## config.mk

```make
export PLATFORM = sky130hd
export DESIGN_NAME = sdwr_scramble_tx
export DESIGN_NICKNAME = d
export VERILOG_FILES = /design/src/rtl/sdwr_scramble_tx.sv
export SDC_FILE = /design/constraint.sdc
export NUM_CORES = 1
export LEC_CHECK = 0
export CORE_ASPECT_RATIO = 0.9
export CORE_MARGIN = 5
export CORE_UTILIZATION = 50
export DETAILED_ROUTE_END_ITERATION = 10
export GPL_TIMING_DRIVEN = 0
export PLACE_DENSITY_LB_ADDON = 0.08
export REMOVE_ABC_BUFFERS = 1
export SYNTH_ARGS = -nofsm -noshare
export SYNTH_HDL_FRONTEND = slang
export SYNTH_SLANG_ARGS = --single-unit
```

## constraint.sdc

```tcl
create_clock -name clk -period 2.95 [get_ports clk]
set_input_delay 0.4425 -clock clk [delete_from_list [all_inputs] [get_ports clk]]
set_output_delay 0.4425 -clock clk [all_outputs]
set_load 0.03 [all_outputs]
```

## src/rtl/sdwr_scramble_tx.sv

```systemverilog
// Serial transmit engine: bus-written bytes are double-buffered, LFSR-scrambled
// and sent LSB-first as start/8 data/stop frames at a programmable bit rate.
module sdwr_scramble_tx #(
   parameter int          DIV_W    = 8,
   parameter logic [5:0]  SEED_RST = 6'h01
) (
   input  logic       clk,
   input  logic       rst,
   input  logic       sser_n,
   input  logic       ba13,
   input  logic       ba12,
   input  logic [3:0] ba_lo,
   input  logic       br_w,
   input  logic [7:0] bd_in,
   output logic [7:0] bd_out,
   output logic       bd_oe,
   output logic       sdwr,
   output logic       sdfrm,
   output logic       sdbit
);

   typedef enum logic [1:0] {S_IDLE, S_START, S_DATA, S_STOP} state_t;

   state_t           r_state;
   logic [7:0]       r_hold;
   logic [7:0]       r_sh;
   logic             r_hold_full;
   logic             r_ovr;
   logic [5:0]       r_lfsr;
   logic [DIV_W-1:0] r_div;
   logic [DIV_W-1:0] r_cnt;
   logic [2:0]       r_bit;
   logic             r_wr_prev;
   logic             r_rd_prev;
   logic             r_sdwr;
   logic             r_sdfrm;
   logic             r_sdbit;

   logic             w_sel;
   logic             w_wr_stb;
   logic             w_rd_stb;
   logic             w_data_wr;
   logic             w_busy;
   logic             w_bound;
   logic             w_unload;
   logic [5:0]       w_lfsr_nxt;
   logic [7:0]       w_sh_nxt;

   assign w_sel      = ~sser_n & ~ba13 & ba12;
   assign w_wr_stb   = w_sel & ~br_w & ~r_wr_prev;
   assign w_rd_stb   = w_sel & br_w & ~r_rd_prev;
   assign w_data_wr  = w_wr_stb & (ba_lo == 4'd0);
   assign w_busy     = (r_state != S_IDLE);
   assign w_bound    = (r_cnt == '0);
   // The holding register empties either from IDLE or at the end of a stop bit.
   assign w_unload   = r_hold_full & ((r_state == S_IDLE) | ((r_state == S_STOP) & w_bound));
   assign w_lfsr_nxt = {r_lfsr[4:0], r_lfsr[5] ^ r_lfsr[4]};
   assign w_sh_nxt   = {1'b0, r_sh[7:1]};

   assign sdwr  = r_sdwr;
   assign sdfrm = r_sdfrm;
   assign sdbit = r_sdbit;
   assign bd_oe = w_sel & br_w;

   // NOTE: every variable assigned here gets a default first so no latch is inferred.
   always_comb begin
      bd_out = 8'h00;
      if (bd_oe) begin
         case (ba_lo)
            4'd1:    bd_out = {5'b0, r_ovr, r_hold_full, w_busy};
            4'd3:    bd_out = 8'(r_div);
            default: bd_out = 8'h00;
         endcase
      end
   end

   // NOTE: sequential state uses non-blocking assignments only, so every read sees pre-edge values.
   always_ff @(posedge clk) begin
      if (rst) begin
         r_state     <= S_IDLE;
         r_hold      <= 8'h00;
         r_sh        <= 8'h00;
         r_hold_full <= 1'b0;
         r_ovr       <= 1'b0;
         r_lfsr      <= SEED_RST;
         r_div       <= '0;
         r_cnt       <= '0;
         r_bit       <= 3'd0;
         r_wr_prev   <= 1'b0;
         r_rd_prev   <= 1'b0;
         r_sdwr      <= 1'b1;
         r_sdfrm     <= 1'b0;
         r_sdbit     <= 1'b0;
      end else begin
         r_wr_prev <= w_sel & ~br_w;
         r_rd_prev <= w_sel & br_w;

         if (w_wr_stb && ba_lo == 4'd2 && !w_busy)
            r_lfsr <= (bd_in[5:0] == 6'd0) ? 6'h01 : bd_in[5:0];
         if (w_wr_stb && ba_lo == 4'd3)
            r_div <= DIV_W'(bd_in);
         if (w_data_wr && r_hold_full && !w_unload)
            r_ovr <= 1'b1;
         else if (w_rd_stb && ba_lo == 4'd1)
            r_ovr <= 1'b0;

         if (w_data_wr && (!r_hold_full || w_unload)) begin
            r_hold      <= bd_in;
            r_hold_full <= 1'b1;
         end else if (w_unload) begin
            r_hold_full <= 1'b0;
         end

         r_sdbit <= 1'b0;
         case (r_state)
            S_IDLE: begin
               r_sdwr  <= 1'b1;
               r_sdfrm <= 1'b0;
               if (r_hold_full) begin
                  r_sh    <= r_hold;
                  r_state <= S_START;
                  r_cnt   <= r_div;
                  r_sdwr  <= 1'b0;
                  r_sdfrm <= 1'b1;
                  r_sdbit <= 1'b1;
               end
            end
            S_START: begin
               if (!w_bound) begin
                  r_cnt <= r_cnt - 1'b1;
               end else begin
                  r_cnt   <= r_div;
                  r_sdbit <= 1'b1;
                  r_bit   <= 3'd0;
                  r_state <= S_DATA;
                  r_sdwr  <= r_sh[0] ^ r_lfsr[5];
               end
            end
            S_DATA: begin
               if (!w_bound) begin
                  r_cnt <= r_cnt - 1'b1;
               end else begin
                  r_cnt   <= r_div;
                  r_sdbit <= 1'b1;
                  r_sh    <= w_sh_nxt;
                  r_lfsr  <= w_lfsr_nxt;
                  if (r_bit == 3'd7) begin
                     r_state <= S_STOP;
                     r_sdwr  <= 1'b1;
                  end else begin
                     r_bit  <= r_bit + 3'd1;
                     r_sdwr <= w_sh_nxt[0] ^ w_lfsr_nxt[5];
                  end
               end
            end
            default: begin
               if (!w_bound) begin
                  r_cnt <= r_cnt - 1'b1;
               end else if (r_hold_full) begin
                  r_cnt   <= r_div;
                  r_sdbit <= 1'b1;
                  r_sh    <= r_hold;
                  r_state <= S_START;
                  r_sdwr  <= 1'b0;
               end else begin
                  r_state <= S_IDLE;
                  r_sdwr  <= 1'b1;
                  r_sdfrm <= 1'b0;
               end
            end
         endcase
      end
   end

endmodule

```

=== After elaboration in Yosys (flattened, before gate mapping) ===
Index checks and enable logic that the tools add are counted.

* Register bits after elaboration: 50
* Input bits: 18
* Output and inout bits: 12
* Word-level logic and storage cells: 117

* Add/subtract/negate cells: 2
* Equality and inequality tests: 13
* Muxes and demuxes: 42
* Bitwise gates (word level): 20
* Reduce and logical (&&, ||, !) cells: 26

{| class="wikitable"
|+ Operator list
! operator !! number
|-
| $mux 8 || 7
|-
| $pmux 8 s2 || 2
|-
| $mux 6 || 4
|-
| $pmux 8 s3 || 1
|-
| $mux 1 || 15
|-
| $mux 2 || 5
|-
| $ne 2x2->1 const B || 5
|-
| $reduce_bool 2->1 || 5
|-
| $and 1x1->1 || 9
|-
| $mux 3 || 3
|-
| $reduce_and 3->1 || 3
|-
| $eq 4x2->1 const B || 2
|-
| $logic_not 8->1 || 1
|-
| $sub 8x1->8 const B || 1
|-
| $logic_and 1x1->1 || 7
|-
| $not 1->1 || 7
|-
| $logic_not 6->1 || 1
|-
| $pmux 2 s3 || 1
|-
| $pmux 3 s2 || 1
|-
| $reduce_and 5->1 || 1
|-
| $eq 2x2->1 const B || 2
|-
| $eq 4x1->1 const B || 1
|-
| $logic_not 4->1 || 1
|-
| $pmux 1 s2 || 2
|-
| 12 further kinds || 16
|}

=== Depth between registers and ports, before layout ===
* Depth after elaboration: 10
* Depth in mapped cells: 8
* Gate-level depth less buffers: 6

=== Worst setup path after synthesis ===
No wires, ideal clock.

* Kind: in2reg
* Start point: input ba13
* End point: register r_lfsr[0]
* Arrival time: 2.242 ns
* Data required time: 2.828 ns
* Slack: 0.586 ns
* Cell stages on the path: 5
* Path through: or4b_4 or4b_4 buf_6 mux2_4 a221o_1

* Word-level cells in the longest chain between the ends: 10

{| class="wikitable"
|+ Ends and longest elaborated chain
! element !! line !! RTL
|-
| from (decl) || 10 || <nowiki>input logic ba13,</nowiki>
|-
| $not 1->1 * || 49 || <nowiki>assign w_sel = ~sser_n & ~ba13 & ba12;</nowiki>
|-
| $and 1x1->1 * (2 in a row) || 49 ||
|-
| $and 1x1->1 * (2 in a row) || 50 || <nowiki>assign w_wr_stb = w_sel & ~br_w & ~r_wr_prev;</nowiki>
|-
| $logic_and 1x1->1 * (2 in a row) || 98 || <nowiki>if (w_wr_stb && ba_lo == 4'd2 && !w_busy)</nowiki>
|-
| $mux 6 * || 98 ||
|-
| $mux 6 || 140 || <nowiki>if (!w_bound) begin</nowiki>
|-
| $mux 6 * || 115 || <nowiki>case (r_state)</nowiki>
|-
| to (signal assigned) || 99 || <nowiki>r_lfsr <= (bd_in[5:0] == 6'd0) ? 6'h01 : bd_in[5:0];</nowiki>
|-
| to (signal assigned) || 146 || <nowiki>r_lfsr <= w_lfsr_nxt;</nowiki>
|-
| to (decl) || 29 || <nowiki>logic [5:0] r_lfsr;</nowiki>
|}

Every way passes the cells marked *; elsewhere a longest branch is shown, timed or not.
A chain may end at the register's enable or synchronous reset.

=== Final worst setup path ===
* Start point: input sser_n
* End point: output bd_out[4]

* Word-level cells in the longest chain between the ends: 5

{| class="wikitable"
|+ Ends and longest elaborated chain
! element !! line !! RTL
|-
| from (decl) || 9 || <nowiki>input logic sser_n,</nowiki>
|-
| $not 1->1 || 49 ||
|-
| $and 1x1->1 (2 in a row) || 49 ||
|-
| $and 1x1->1 || 63 || <nowiki>assign bd_oe = w_sel & br_w;</nowiki>
|-
| $mux 8 || 68 || <nowiki>if (bd_oe) begin</nowiki>
|-
| to (decl) || 15 || <nowiki>output logic [7:0] bd_out,</nowiki>
|}

Every way passes these cells.

==> flow_summary.ini <==
[route]
vias = 2468
firstDrtPassIters = 4
drt_iter0_markers = 132
drc = 0
wl_per_cell_um = 16.56
via_per_inst = 6.094
antenna_left = 0
wl_mm = 6.708

[synth]
async_flop_share_pct = 0
ys.warnings.count = 0
syn_inst = 324
synth_seq_cells = 50
synth_edf_count = 0
ys_dominant_reg_cell = dfxtp_1
yosysSeqAreaShare_pct = 35.52
ys_types = 52
synth_area_sq_um = 2818
avgSynthCellArea_sq_um = 8.697

[clock_network]
path_clk_slew_ns = 0.09
cts_buffer_depth = 2
cts.sinks = 50
clkLatencyLatePin_ns = 0.31
cts_max_level = 2
postCtsSetupBuffers = 0
cts-root-buf = clkbuf_8
holdBufCountCts = 0
cts_buffers = 5
cts-resized-gates = 0
cts_tree = yes

[timing]
fin_skew_ns = 0.008923
finalSetupTns_ns = 0
fin_crit_sh_pct = 93.43
maxSlewHeadroom_pct = 28.74
finalHoldViolCount = 0
fmax_mhz = 362.8
tightest_slew_ns = 1.061
grt_setup_unrepaired = false
maxSlewViolCount = 0
period_needed_ns = 2.756
finalSetupViolCount = 0

[power]
ir_drop_mv = 0.2385
p_leak_nw = 1.240
powerDensity_nw_per_um2 = 427.7

[setup_path]
cp.arrival_ns = 2.31
crit_fanout = 5
crit_required_ns = 2.51
startpoint_type = input port
path_class = in2out
endpoint_kind = output port

[floorplan]
ios = 30
die_area_sq_um = 7239
placementRows = 26
die_x_um = 89.13
die_h_um = 81.22
core_sq_um = 5563
start_util_pct = 50.65

[final_layout]
final_cell_area_sq_um = 3224
areaGrowthSynthToFinish_pct = 14.43
mostFrequentLayoutCell = dfxtp_1
drive_above_1_share_pct = 5.970
final_cell_mix = 50 x dfxtp_1, 33 x a21oi_1, 28 x clkdlybuf4s50_1
fin_nets = 361
diodes = 0
fillCellCount = 509

[run]
cap_viol_max_count = 0

[worst_hold_path]
hp-class = reg2reg

[place]
dpl_cell_area_sq_um = 3108
dp_hpwl_mm = 4.618
port_buffers = 29
place.gp.congestion = 0.8173

[status]
outcome = finished, final reports clean

[grt]
grt-ovfl-total = 0
grt_max_degree = 54
grt_pass1_vias = 2206
grt_use_total_pct = 19.39
grt_antenna_before_repair = 0
grt_pass1_wl_mm = 11.03
cells in the mapped netlist, types with 2 or more instances:
cell type | instances | area share (%)
a221o_1 | 5 | 1.8
a41oi_1 | 2 | 0.62
nor3b_1 | 2 | 0.53
or3_1 | 7 | 1.6
nand4_1 | 3 | 0.67
nand2b_1 | 6 | 1.3
nor2b_1 | 5 | 1.1
clkbuf_1 | 25 | 3.3
nand3_1 | 3 | 0.53
inv_1 | 8 | 1.1
dfxtp_1 | 50 | 36
o21ai_1 | 12 | 2.1
xnor2_1 | 2 | 0.62
mux2i_1 | 24 | 8.5
or4b_4 | 2 | 0.98
o21ai_0 | 10 | 1.8
nor2_1 | 24 | 3.2
or3b_1 | 10 | 3.1
mux2_2 | 2 | 0.80
or4_1 | 6 | 1.6
o22ai_1 | 2 | 0.44
a311oi_1 | 8 | 2.5
nor4_1 | 2 | 0.44
o211ai_1 | 2 | 0.53
nor4b_1 | 5 | 1.6
a21oi_1 | 33 | 5.9
o21a_1 | 2 | 0.53
a211oi_1 | 9 | 2.4
and3_1 | 6 | 1.3
ha_1 | 9 | 4.0
xor2_1 | 3 | 0.93
nor3_1 | 4 | 0.71
o31ai_1 | 3 | 0.80
nand2_1 | 10 | 1.3
sequential cells by signal, indices dropped and copies added, names as in the netlist:
register	flops
sdfrm	1
r_sh	8
sdwr	1
r_div	8
r_hold_full	1
r_wr_prev	1
r_bit	3
r_ovr	1
r_rd_prev	1
r_state	2
r_hold	8
r_lfsr	6
sdbit	1
r_cnt	8
through the flow:
stage | hold slack, ns | power [mW] | util, % | setup slack [ns] | cells
3_5_place_dp | 0.4537 | 0.8850 | 55.87 | 0.08403 | 397
5_1_grt | 0.4859 | 1.435 | 57.96 | 0.07802 | 405
2_1_floorplan | 0.4295 | 0.8051 | - | 0.6347 | 297
3_3_place_gp | 0.4465 | 0.8822 | 55.49 | -0.2769 | 396
6_report | 0.4616 | 1.379 | 57.96 | 0.1937 | 405
4_1_cts | 0.4652 | 1.382 | 57.96 | 0.2050 | 405
kinds of logic (layout without fill, tap and decap cells):
family	count (synthesis)	after routing	share of synthesized area, %
simple gates	101	101	22.20
flops	50	50	35.52
xor+xnor	5	5	1.554
mux	27	27	9.858
fa+ha+maj	9	9	3.997
buf+inv	36	47	5.062
compound gates	96	96	21.80
per-layer routing:
| metal | GRT usage, % | routed length, um |
|---|---|---|
| met1 | 27.76 | 3346 |
| met2 | 29.90 | 3067 |
| met3 | 3.651 | 229 |
| met4 | 4.762 | 64 |
| met5 | 0 | 0 |
report_power, final:
part | switching (mW) | internal (mW)
sequential | 0.00851 | 0.685
clock | 0.251 | 0.257
combinational | 0.103 | 0.0738
layout make-up:
class	instances	area, sq um	area share (%)
clock inverters	3	47.55	1.475
repair buffers	30	305.3	9.468
clock buffers	5	68.82	2.134
well taps	70	87.58	2.716
inverters	9	33.78	1.048
multi-input cells	238	1680	52.11
flip-flops and latches	50	1001	31.04
worst max-delay path, cell delays in order:
cell             delay, ns
clkdlybuf4s50_1       0.43
and4bb_2              0.36
and3_1                0.23
and3_1                0.17
clkdlybuf4s50_1       0.67
final timing paths:
kind                            depth (start not counted)        end  slack (ns)  startpoint
worst max-delay path                                    5  bd_out[4]        0.19      sser_n
worst max register to register                          6  r_hold[5]        0.24    r_cnt[0]
worst min register to register                          2   r_bit[1]        0.46    r_bit[1]
worst min-delay path                                    2   r_bit[1]        0.46    r_bit[1]
Note: power is estimated with default switching activity, not from simulation.
